===== src/rtl/usb_asp_spi_master.sv =====
// usb_asp_spi_master
// Byte-stream SPI master (mode 0, MSB first) behind the USB ASP control
// endpoint. OUT-stage bytes are shifted onto the SPI pins; every byte received
// on MISO is handed back as a one-cycle rx_valid pulse for the IN buffer.
//
// Ports:
//   clk, reset         system clock, synchronous active-low reset
//   tx_valid/ready     byte handshake; tx_data byte, tx_last ends the CS frame
//   abort              drop the current frame (no effect while idle)
//   rx_valid/rx_data   received byte, pulse with no backpressure
//   busy               high whenever the master is not idle
//   spi_sck/mosi/miso/cs_n  SPI pins, sck idles low, cs_n active low
//
// Build option: define USB_ASP_SPI_LOOPBACK_EN to sample spi_mosi instead of
// spi_miso (internal loopback, pin timing unchanged).
//
// state     | meaning
// IDLE      | cs_n high, waiting for the first byte of a frame
// CS_SETUP  | cs_n low, CLK_DIV cycles before the first sck edge
// SHIFT     | 8 bits, each CLK_DIV cycles sck low then CLK_DIV high
// BYTE_DONE | byte complete, rx_valid on entry; waits for next byte or ends
// CS_HOLD   | CLK_DIV cycles of cs_n low after the last byte

module usb_asp_spi_master #(
  parameter int unsigned CLK_DIV = 2
) (
  input  logic       clk,
  input  logic       reset,
  input  logic       tx_valid,
  output logic       tx_ready,
  input  logic [7:0] tx_data,
  input  logic       tx_last,
  input  logic       abort,
  output logic       rx_valid,
  output logic [7:0] rx_data,
  output logic       busy,
  output logic       spi_sck,
  output logic       spi_mosi,
  input  logic       spi_miso,
  output logic       spi_cs_n
);

  typedef enum logic [2:0] {IDLE, CS_SETUP, SHIFT, BYTE_DONE, CS_HOLD} state_t;

  localparam logic [7:0] DIV_LAST = 8'(CLK_DIV - 1);

  state_t     state_q, state_d;
  logic [7:0] div_q, div_d;
  logic [2:0] bit_q, bit_d;
  logic [7:0] tx_sh_q, tx_sh_d;
  logic       last_q, last_d;
  logic [7:0] rx_sh_q, rx_sh_d;
  logic [7:0] rx_data_q, rx_data_d;
  logic       rx_valid_q, rx_valid_d;
  logic       sck_q, sck_d;
  logic       mosi_q, mosi_d;
  logic       cs_n_q, cs_n_d;

  logic       div_wrap;
  logic       accept;
  logic       sample_bit;
  logic [2:0] bit_dn;

`ifdef USB_ASP_SPI_LOOPBACK_EN
  logic unused_miso;
  assign unused_miso = spi_miso;
  assign sample_bit  = mosi_q;
`else
  assign sample_bit  = spi_miso;
`endif

  assign div_wrap = (div_q == DIV_LAST);
  assign bit_dn   = bit_q - 3'd1;
  // tx_ready is combinational from state so a byte can be taken in the very
  // first BYTE_DONE cycle, giving the 16*CLK_DIV+1 back-to-back period.
  assign tx_ready = reset & ((state_q == IDLE) | ((state_q == BYTE_DONE) & ~last_q));
  assign accept   = tx_valid & tx_ready;

  always_comb begin
    state_d    = state_q;
    div_d      = div_q;
    bit_d      = bit_q;
    tx_sh_d    = tx_sh_q;
    last_d     = last_q;
    rx_sh_d    = rx_sh_q;
    rx_data_d  = rx_data_q;
    rx_valid_d = 1'b0;
    sck_d      = sck_q;
    mosi_d     = mosi_q;
    cs_n_d     = cs_n_q;

    if (abort && (state_q != IDLE)) begin
      // abort overrides everything, including a byte offered in BYTE_DONE
      state_d = IDLE;
      sck_d   = 1'b0;
      cs_n_d  = 1'b1;
      div_d   = 8'd0;
    end else begin
      unique case (state_q)
        IDLE: begin
          if (accept) begin
            tx_sh_d = tx_data;
            last_d  = tx_last;
            cs_n_d  = 1'b0;
            div_d   = 8'd0;
            state_d = CS_SETUP;
          end
        end
        CS_SETUP: begin
          if (div_wrap) begin
            div_d   = 8'd0;
            bit_d   = 3'd7;
            mosi_d  = tx_sh_q[7];
            state_d = SHIFT;
          end else begin
            div_d = div_q + 8'd1;
          end
        end
        SHIFT: begin
          if (!div_wrap) begin
            div_d = div_q + 8'd1;
          end else begin
            div_d = 8'd0;
            if (!sck_q) begin
              sck_d   = 1'b1;
              rx_sh_d = {rx_sh_q[6:0], sample_bit};
            end else begin
              sck_d = 1'b0;
              if (bit_q == 3'd0) begin
                state_d    = BYTE_DONE;
                rx_valid_d = 1'b1;
                rx_data_d  = rx_sh_q;
              end else begin
                bit_d  = bit_dn;
                mosi_d = tx_sh_q[bit_dn];
              end
            end
          end
        end
        BYTE_DONE: begin
          if (last_q) begin
            div_d   = 8'd0;
            state_d = CS_HOLD;
          end else if (accept) begin
            tx_sh_d = tx_data;
            last_d  = tx_last;
            bit_d   = 3'd7;
            mosi_d  = tx_data[7];
            div_d   = 8'd0;
            state_d = SHIFT;
          end
        end
        CS_HOLD: begin
          if (div_wrap) begin
            div_d   = 8'd0;
            cs_n_d  = 1'b1;
            state_d = IDLE;
          end else begin
            div_d = div_q + 8'd1;
          end
        end
        default: state_d = IDLE;
      endcase
    end
  end

  always_ff @(posedge clk) begin
    if (!reset) begin
      state_q    <= IDLE;
      div_q      <= 8'd0;
      bit_q      <= 3'd0;
      tx_sh_q    <= 8'd0;
      last_q     <= 1'b0;
      rx_sh_q    <= 8'd0;
      rx_data_q  <= 8'd0;
      rx_valid_q <= 1'b0;
      sck_q      <= 1'b0;
      mosi_q     <= 1'b0;
      cs_n_q     <= 1'b1;
    end else begin
      state_q    <= state_d;
      div_q      <= div_d;
      bit_q      <= bit_d;
      tx_sh_q    <= tx_sh_d;
      last_q     <= last_d;
      rx_sh_q    <= rx_sh_d;
      rx_data_q  <= rx_data_d;
      rx_valid_q <= rx_valid_d;
      sck_q      <= sck_d;
      mosi_q     <= mosi_d;
      cs_n_q     <= cs_n_d;
    end
  end

  assign rx_valid = rx_valid_q;
  assign rx_data  = rx_data_q;
  assign busy     = (state_q != IDLE);
  assign spi_sck  = sck_q;
  assign spi_mosi = mosi_q;
  assign spi_cs_n = cs_n_q;

endmodule


===== config.mk =====
export PLATFORM = sky130hd
export DESIGN_NAME = usb_asp_spi_master
export DESIGN_NICKNAME = d
export VERILOG_FILES = /design/src/rtl/usb_asp_spi_master.sv
export SDC_FILE = /design/constraint.sdc
export NUM_CORES = 1
export LEC_CHECK = 0
export ABC_AREA = 1
export CORE_ASPECT_RATIO = 2
export CORE_MARGIN = 1
export CORE_UTILIZATION = 56
export CTS_BUF_LIST = sky130_fd_sc_hd__clkbuf_4 sky130_fd_sc_hd__clkbuf_8
export DETAILED_ROUTE_END_ITERATION = 7
export GPL_TIMING_DRIVEN = 0
export PLACE_DENSITY = 0.87
export SYNTH_ARGS = -nofsm -noshare
export SYNTH_HDL_FRONTEND = slang
export SYNTH_SLANG_ARGS = --single-unit

===== constraint.sdc =====
create_clock -name clk -period 1.9 [get_ports clk]
set_input_delay 0.285 -clock clk [delete_from_list [all_inputs] [get_ports clk]]
set_output_delay 0.285 -clock clk [all_outputs]
set_load 0.03 [all_outputs]

==> summary.md, run 1 <==
| Metric | Value |
|---|---|
| Status | finished clean |
| Most frequent cells in the layout | nand2_1, nor2_1, inv_1, dfxtp_1, a21oi_1 |
| Worst setup margin | approximately 0.11 ns |
| Clk_lat worst skew | 0.29 ns |
| Cell taking the most area after synthesis | dfxtp_1 |
| Final setup viols | 0 |
| Worst Path Buf+Inv | 1 |
| First-pass iteration count of the detailed router | 4 |
| Max-slew headroom | 78.2% |
| Slew Viols, Final | 0 |
| Vias in the first global route | about 1,800 |
| Max frequency | 559 MHz |
| Total wire length | ~4400 um |
| First-pass GRT wire length | 7270 um |
| Critical path class | reg2out |
| Worst path most repeated cell | nand2_1 |
| Area Overhead vs Synth | 21.5% |
| Starting density of the core | around three fifths |
| Netlist cell types | 26 |
| Yosys top cell area share | 41.5% |
| Reg area | 863 um^2 |
| # rows | 31 |
| Worst Path Arrival | about 1.5 ns |
| Final Core Density | about 71% |
| Drt drc | 0 |
| Clock Tree Root | clkbuf_8 |
| Die X-Extent | 45.0 um |
| Net count after synthesis | between 300 and 400 |
| CTS tree | done |
| Critical path endpoint category | output port |
| Crit path cell chain | nand2_1 > nor2_4 > nand2_1 > a21oi_1 > clkdlybuf4s18_2 |
| # Max-Cap Violations | 0 |
| Placed wire-length estimate | 3390 um |
| Clock share of power | 23.5% |
| Max FO, Critical Path | 5 |
| Least-Margin Pin Slew | about 0.33 ns |
| Register share of total power | a little under two fifths |
| Die H | roughly 88 um |
| CP required | between 1.5 and 2 ns |
| Placed insts | 379 |
| VDD IR max | 859 uV |
| Via count | approximately 2,000 |
| Power density cells | ~1200 nW/um^2 |
| Fin cells | 386 |
| HP Class | reg2reg |
| Setup crit start kind | flip-flop |
| Setup WS pre-CTS | -0.239 ns |
| Reg clk slew, reported paths | ~0.08 ns |
| Worst Reg2Reg Path Length in Cells | 9 |
| Total number of yosys warnings | 0 |
| Core area | 3570 um^2 |
| Lkg Pwr | about 1.0 nW |
| Final-report hold violation count | 0 |
| CP max stage delay | 0.38 ns |
| WP depth | 5 |
| Fillers | 313 |
| Pin count of the biggest net entering global routing | 15 |
| Die area | 3970 um^2 |
| Switching Fraction | between 40% and 50% |
| Avg Vias per Cell | slightly above 5 |
| Seq cells post-synth | 43 |
| Psw | 1.20 mW |
| Synth Instances | 303 |
| Sequential fraction of the synthesis area | 41.5% |
| Final cycle utilization of the critical path | 94.1% |
| Worst hold slack | 0.448 ns |
| Fin crit period | 1.79 ns |
| Grt ovf | 0 |
| Antenna diode count | 0 |
| Worst Hold Depth | 2 |
| Syn Area/Cell | 6.85 um^2 |
| Nets | 354 |
| Cell internal pwr | between 1.5 and 2 mW |
| WL/cell | 11.5 um |
| GPL Wtd Cong | 0.848 |
| Port bufs | 27 |
| Fin Setup TNS | 0 ns |
| Global Route Usage Sum | around 25% |
| Total CTS buffers | 5 |
| Tot Pwr | approximately 3.0 mW |
| Slowest-stage cell, CP | dfxtp_2 |
| Antenna viol nets, final | 0 |
| Num ports | 28 |
| Layout cell share with drive strength beyond 1 | under 10% |
| Max H-tree Level | 2 |
| Share of total power in combinational logic | 39.4% |
| Initial DRC Count | 67 |
| Cell Area, Synth | 2070 um^2 |
| Bufs on Longest Clock Path | 2 |
| Area occupied by multi-input gates | 1030 um^2 |
| Sink Count | 43 |
| Area contributors post-synth | dfxtp_1, nand2_1, nor2_1 |
| Antenna violations before repair | 0 |
| Leading cell type in the layout, fill and taps excluded | nand2_1 |
| Post-route design area | between 2000 and 3000 um^2 |
| Dpl cell area | 2410 um^2 |
| Cell family with most CP delay | simple AND/OR/NAND/NOR gates |
| Clk_skew | 0.00660 ns |
-- flip-flops by register name, indices dropped and copies added (netlist names) --
signal / flops
tx_sh_q: 8
bit_q: 3
div_q: 8
state_q: 3
last_q: 1
rx_data: 8
rx_sh_q: 8
spi_cs_n: 1
spi_sck: 1
spi_mosi: 1
rx_valid: 1
-- final timing paths --
check	from	to	slack, ns
max	state_q[1]	tx_ready	0.11
min reg2reg	rx_data[0]	rx_data[0]	0.45
min	rx_data[0]	rx_data[0]	0.45
max reg2reg	div_q[0]	state_q[0]	0.14
-- what timing repair did --
item,in CTS,in global routing
buffers inserted,0,0
resized for setup,5,4
pin swaps,0,0
endpoints found under the setup margin,2,10
hold endpoints to repair,0,0
hold buffers,0,0
-- layout make-up --
class,count,area share (%)
Clock inverter,3,1.74
Inverter,43,6.40
Timing Repair Buffer,27,10.7
Sequential cell,43,34.2
Tap cell,49,2.43
Multi-Input combinational cell,211,40.9
Buffer,5,0.893
Clock buffer,5,2.73
-- synthesized netlist by cell type --
| master | number |
|---|---|
| a21oi_1 | 30 |
| a31o_2 | 1 |
| a32oi_1 | 1 |
| buf_2 | 3 |
| clkbuf_1 | 3 |
| dfxtp_1 | 43 |
| ha_1 | 4 |
| inv_1 | 42 |
| inv_2 | 1 |
| nand2_1 | 62 |
| nand2_2 | 2 |
| nand2_4 | 2 |
| nand3_1 | 13 |
| nand3_2 | 1 |
| nand3b_1 | 1 |
| nand4_1 | 3 |
| nand4_2 | 1 |
| nor2_1 | 48 |
| nor2_2 | 1 |
| nor2_4 | 3 |
| nor3_1 | 2 |
| o211ai_1 | 2 |
| o21ai_0 | 29 |
| or2_2 | 3 |
| xnor2_1 | 1 |
| xor2_1 | 1 |
-- worst register-to-register path, stage by stage (launching register included) --
cell and delay, ns:
dfxtp_1 0.42, ha_1 0.19, nand2_1 0.08, nor2_2 0.25
inv_1 0.17, nand2_2 0.16, nand2_1 0.07, a21oi_1 0.19
nor2_1 0.07, nor2_1 0.11
-- cell families after synthesis --
group / synth area share (%)
XOR/XNOR: 0.845
buffers and inverters: 9.05
AO/OA/AOI/OAI: 15.8
adder cells (fa/ha/maj): 2.41
AND/OR/NAND/NOR: 30.4
flip-flops: 41.5
-- power groups by stage --
stage	logic (mW)	registers, mW	clock network (mW)
3_3_place_gp	1.15	1.11	0
4_1_cts	1.18	1.10	0.721
6_report	1.18	1.11	0.703
3_5_place_dp	1.18	1.12	0
2_1_floorplan	0.845	1.13	0
5_1_grt	1.32	1.13	0.767
-- metal layers --
layer  GRT usage, %  part of all wire, %  wire, um  vias to the layer above
li1               -                    -         -                     1029
met2           47.3                   58      2580                       47
met3           6.19                  2.7       121                        9
met4           11.6                  2.4       106                        0
met1           22.9                   36      1610                      907
met5              0                    0         0                        -
Power figures use the tool's default switching activity.
==> run 2, diff against run 1 <==
--- a/config.mk
+++ b/config.mk
@@ -13,6 +13,7 @@
 export DETAILED_ROUTE_END_ITERATION = 7
 export GPL_TIMING_DRIVEN = 0
 export PLACE_DENSITY = 0.87
+export REMOVE_ABC_BUFFERS = 1
 export SYNTH_ARGS = -nofsm -noshare
 export SYNTH_HDL_FRONTEND = slang
 export SYNTH_SLANG_ARGS = --single-unit
==> summary.md, run 2 (synthesis results as in run 1) <==
| Metric | Value |
|---|---|
| Status | finished clean |
| First-pass iteration count of the detailed router | 6 (+2) |
| Reg clk slew, reported paths | 0.08 ns (about the same) |
| Lkg Pwr | 1.04 nW (-0.63%) |
| Antenna viol nets, final | 0 (unchanged) |
| # rows | 31 (unchanged) |
| Die area | 3970 um^2 (unchanged) |
| Max H-tree Level | 2 (unchanged) |
| Pin count of the biggest net entering global routing | 32 (+17) |
| Final Core Density | 70.4% (-0.25 points) |
| Placed wire-length estimate | 3250 um (-4.2%) |
| Die H | 88.1 um (unchanged) |
| Placed insts | 373 (-1.6%) |
| Clk_lat worst skew | 0.30 ns (about the same) |
| Setup Fix Bufs, Post-CTS | 0 (unchanged) |
| Sink Count | 43 (unchanged) |
| Power density cells | 1210 nW/um^2 (+1.8%) |
| Fin crit period | 1.76 ns (-0.0252 ns) |
| Critical path endpoint category | flip-flop |
| Slew Viols, Final | 0 (unchanged) |
| Least-Margin Pin Slew | 0.488 ns (+0.160 ns) |
| Final cycle utilization of the critical path | 92.8% (-1.3 points) |
| Met2 wire length | 2620 um (+1.3%) |
| Setup WS pre-CTS | -0.931 ns (-0.692 ns) |
| Worst setup margin | 0.137 ns (+0.0252 ns) |
| GPL Wtd Cong | 0.893 (+5.3%) |
| Fin cells | 381 (-1.3%) |
| Leading cell type in the layout, fill and taps excluded | nand2_1 |
| Most frequent cells in the layout | nand2_1, nor2_1, inv_1, dfxtp_1, a21oi_1 |
| Global Route Usage Sum | 24.9% (+0.10 points) |
| VDD IR max | 796 uV (-7.3%) |
| WL met3 | 122 um (+0.83%) |
| Grt ovf | 0 (unchanged) |
| Total wire length | 4450 um (+0.57%) |
| Bufs on Longest Clock Path | 2 (unchanged) |
| Worst Path Arrival | 1.94 ns (+0.44 ns) |
| Max frequency | 567 MHz (+1.4%) |
| Die X-Extent | 45.0 um (unchanged) |
| # Max-Cap Violations | 0 (unchanged) |
| Total CTS buffers | 5 (unchanged) |
| CTS tree | done |
| Crit path cell chain | inv_1 > ha_1 > nand2_1 > nor2_1 > nand4_2 > o21ai_0 > a21oi_1 |
| CP required | 2.08 ns (+0.46 ns) |
| Port bufs | 27 (unchanged) |
| Final setup viols | 0 (unchanged) |
| Critical path class | reg2reg |
| Highest metal used | met4 |
| HP Class | reg2reg |
| Core area | 3570 um^2 (unchanged) |
| Reg area | 866 um^2 (+0.29%) |
| Avg Vias per Cell | 5.21 (+0.96%) |
| Fin Setup TNS | 0 ns (unchanged) |
| Num ports | 28 (unchanged) |
| Initial DRC Count | 49 (-27%) |
| Max FO, Critical Path | 16 (+11) |
| Area Overhead vs Synth | 21.1% |
| Setup crit start kind | flip-flop |
| Final-report hold violation count | 0 (unchanged) |
| Layout cell share with drive strength beyond 1 | 9.04% (-0.16 points) |
| Vias in the first global route | 1,887 (+3.7%) |
| Antenna diode count | 0 (unchanged) |
| Fillers | 307 (-1.9%) |
| DRT met1 WL | 1580 um (-2.0%) |
| Max-slew headroom | 67.5% (-11 points) |
| Nets | 349 (-1.4%) |
| Drt drc | 0 (unchanged) |
| WL/cell | 11.7 um (+1.9%) |
| Area occupied by multi-input gates | 1040 um^2 (+0.97%) |
| Slowest-stage cell, CP | dfxtp_4 |
| Antenna violations before repair | 0 (unchanged) |
| Starting density of the core | 58.1% (unchanged) |
| CP max stage delay | 0.38 ns (about the same) |
| Via count | 1,985 (-0.35%) |
| Clock Tree Root | clkbuf_8 |
| First-pass GRT wire length | 7420 um (+2.0%) |
| Clk_skew | 0.00593 ns (-0.000667 ns) |
run 2: layer usage:
metal | track usage, % | up-vias
li1 | - | 1019
met1 | 22.6 | 913
met2 | 48.0 | 40
met3 | 4.33 | 13
met4 | 14.0 | 0
met5 | 0 | -
run 2: where the power goes:
| part | switching, mW | internal (mW) |
|---|---|---|
| clock network | 0.311 | 0.425 |
| registers | 0.0920 | 1.02 |
| logic | 0.812 | 0.378 |
| total | 1.21 | 1.82 |
run 2: stage by stage:
| step | area [um^2] | hold WS [ns] | total power [mW] |
|---|---|---|---|
| finish | 2510 | 0.445 | 3.04 |
| global route | 2510 | 0.467 | 3.24 |
| CTS | 2500 | 0.451 | 3.01 |
| detailed placement | 2380 | 0.439 | 2.28 |
| global placement | 2380 | 0.429 | 2.25 |
| floorplan | 2050 | 0.405 | 1.96 |
run 2: cell type report:
type	count	area share (%)
Inverter	43	6.42
Clock buffer	6	3.29
Tap cell	49	2.44
Clock inverter	2	1.39
Multi-Input combinational cell	211	41.4
Sequential cell	43	34.5
Timing Repair Buffer	27	10.6
run 2: what timing repair did:
item                                    CTS  global route
endpoints found under the setup margin   19            25
gates resized for setup                   8             8
hold buffers                              0             0
cloned                                    0             0
run 2: critical path: cells and delay by family, from the launching register on:
family / cells / cell delay [ns]
flops: 1 / 0.38
buf+inv: 1 / 0.16
simple gates: 3 / 0.57
fa+ha+maj: 1 / 0.20
compound gates: 2 / 0.35
run 2: final timing paths:
path / start / end / slack [ns] / depth (start not counted)
max: bit_q[0] / rx_data[7] / 0.14 / 7
min: rx_data[2] / rx_data[2] / 0.45 / 2
max reg2reg: bit_q[0] / rx_data[7] / 0.14 / 7
min reg2reg: rx_data[2] / rx_data[2] / 0.45 / 2
==> run 3, diff against run 2 <==
--- a/config.mk
+++ b/config.mk
@@ -14,6 +14,8 @@
 export GPL_TIMING_DRIVEN = 0
 export PLACE_DENSITY = 0.87
 export REMOVE_ABC_BUFFERS = 1
+export SETUP_SLACK_MARGIN = 0.15
+export SLEW_MARGIN = 30
 export SYNTH_ARGS = -nofsm -noshare
 export SYNTH_HDL_FRONTEND = slang
 export SYNTH_SLANG_ARGS = --single-unit
==> summary.md, run 3 (synthesis results as in run 1) <==
| Metric | Value |
|---|---|
| HP Class | in2reg |
| Lkg Pwr | 1.08 nW (+3.7%) |
| Slew Viols, Final | 0 (unchanged) |
| CP startpoint | state_q[1] |
| Clk_lat worst skew | 0.29 ns (about the same) |
| Clock share of power | 23.5% (-0.7 points) |
| Final cycle utilization of the critical path | 89.1% (-3.7 points) |
| Hold Path End | bit_q[0] |
| R2R Setup Slk | 0.26 ns (+0.12 ns) |
| Antenna viol nets, final | 0 (unchanged) |
| Max H-tree Level | 2 (unchanged) |
| CP required | 1.62 ns (-0.46 ns) |
| Register share of total power | 36.0% (-0.6 points) |
| Max-slew headroom | 70.9% (+3.4 points) |
| Tot Pwr | 3.11 mW (+2.3%) |
| Initial DRC Count | 39 (-20%) |
| Psw | 1.25 mW (+2.6%) |
| Least-Margin Pin Slew | 0.437 ns (-0.0509 ns) |
| Status | finished clean |
| Unrepaired setup endpoints after global routing | yes |
| Vias in the first global route | 1,893 (+0.32%) |
| Fillers | 297 (-3.3%) |
| Critical path class | reg2out |
| Via count | 1,993 (+0.40%) |
| Worst Hold Depth | 3 (+1) |
| Power density cells | 1210 nW/um^2 (+0.44%) |
| Clock Tree Root | clkbuf_8 |
| Most frequent cells in the layout | nand2_1, nor2_1, inv_1, dfxtp_1, a21oi_1 |
| VDD IR max | 832 uV (+4.5%) |
| Num ports | 28 (unchanged) |
| Switching Fraction | 40.1% (+0.11 points) |
| Max FO, Critical Path | 5 (-11) |
| Worst r2r src | state_q[1] |
| Global Route Usage Sum | 25.0% (+0.081 points) |
| Worst Path Arrival | 1.41 ns (-0.53 ns) |
| Port bufs | 27 (unchanged) |
| Pin count of the biggest net entering global routing | 32 (unchanged) |
| Share of total power in combinational logic | 40.5% (+1.4 points) |
| Worst R2R End | bit_q[0] |
| Worst Reg2Reg Path Length in Cells | 10 (+3) |
| # rows | 31 (unchanged) |
| First-pass GRT wire length | 7430 um (+0.19%) |
| Max frequency | 590 MHz (+4.1%) |
| Setup WS pre-CTS | -0.931 ns (unchanged) |
| Setup crit start kind | flip-flop |
| Bufs on Longest Clock Path | 2 (unchanged) |
| Total CTS buffers | 5 (unchanged) |
| Die H | 88.1 um (unchanged) |
| CTS tree | done |
| Sink Count | 43 (unchanged) |
| Reg clk slew, reported paths | 0.08 ns (about the same) |
| Final setup viols | 0 (unchanged) |
| Worst hold slack | 0.432 ns (-0.0131 ns) |
| Critical path endpoint category | output port |
| Leading cell type in the layout, fill and taps excluded | nand2_1 |
| Nets | 353 (+1.1%) |
| Antenna violations before repair | 0 (unchanged) |
| Antenna diode count | 0 (unchanged) |
| Placed wire-length estimate | 3250 um (unchanged) |
| Total wire length | 4580 um (+2.9%) |
| Starting density of the core | 58.1% (unchanged) |
| Hold path start | reset |
| Core area | 3570 um^2 (unchanged) |
| Area Overhead vs Synth | 23.4% |
| Final-report hold violation count | 0 (unchanged) |
| Avg Vias per Cell | 5.18 (-0.64%) |
| WL/cell | 11.9 um (+1.8%) |
| Clk_skew | 0.00470 ns (-0.00123 ns) |
| Worst setup margin | 0.206 ns (+0.0698 ns) |
| GPL Wtd Cong | 0.893 (unchanged) |
| Grt ovf | 0 (unchanged) |
| Cell internal pwr | 1.86 mW (+2.1%) |
| Layout cell share with drive strength beyond 1 | 12.5% (+3.5 points) |
| Die area | 3970 um^2 (unchanged) |
| Drt drc | 0 (unchanged) |
| # Max-Cap Violations | 0 (unchanged) |
| Fin crit period | 1.69 ns (-0.0698 ns) |
| First-pass iteration count of the detailed router | 4 (-2) |
| Die X-Extent | 45.0 um (unchanged) |
-- run 3: cell count changes in the layout (fill, tap and decap cells not counted), moves of 3 or more --
cell	change
buf_4	+4
dfxtp_2	+3
nand2_2	+4
nand2_1	-4
dfxtp_1	-3
-- run 3: layout make-up --
class / instances / area, um^2 / share of cell area [%]
clock buffers: 6 / 82.6 / 3.23
repair buffers: 31 / 290 / 11.3
inverters: 43 / 161 / 6.30
flip-flops and latches: 43 / 870 / 34.0
multi-input cells: 211 / 1060 / 41.4
clock inverters: 2 / 35.0 / 1.37
well taps: 49 / 61.3 / 2.39
-- run 3: layer usage --
layer  vias to the layer above  global-route usage, %  share of wire, %  routed length, um
li1                       1027                      -                 -                  -
met3                        16                   4.33               2.0                 91
met1                       913                   22.6                37               1680
met4                         0                   14.9               3.3                150
met2                        37                   47.8                58               2660
met5                         -                      0                 0                  0
-- run 3: repair_timing --
action,CTS,global route
endpoints found under the setup margin,37,34
buffers inserted,0,4
resized for setup,15,14
hold buffers,0,0
pin swaps,0,2
-- run 3: how the worst max path moves through the flow --
| stage | to | slack [ns] | depth (start not counted) |
|---|---|---|---|
| finish | tx_ready | 0.21 | 5 |
| global route | spi_mosi | 0.11 | 10 |
| CTS | tx_ready | 0.14 | 5 |
| detailed placement | tx_ready | -0.93 | 4 |
| global placement | tx_ready | -0.92 | 4 |
| floorplan | tx_ready | 0.31 | 3 |
-- run 3: worst max-delay path, cell delays in order (launching register included) --
cell,delay [ns]
dfxtp_2,0.39
nand2_2,0.11
nor2_4,0.13
nand2_1,0.12
a21oi_1,0.15
clkbuf_4,0.21
-- run 3: metrics by stage --
stage | cell area (um^2) | TNS (ns) | cells | utilization (%)
finish | 2560 | 0 | 385 | 71.7
global placement | 2380 | -9.02 | 373 | 66.7
CTS | 2510 | 0 | 381 | 70.4
floorplan | 2050 | 0 | 297 | -
global route | 2560 | 0 | 385 | 71.7
detailed placement | 2380 | -9.76 | 373 | 66.7
-- run 3: power by group through the flow --
stage          sequential (mW)  combinational, mW  clock, mW
2_1_floorplan             1.13              0.830          0
3_3_place_gp              1.12               1.13          0
3_5_place_dp              1.12               1.16          0
4_1_cts                   1.11               1.18      0.742
5_1_grt                   1.13               1.41      0.778
6_report                  1.12               1.26      0.730
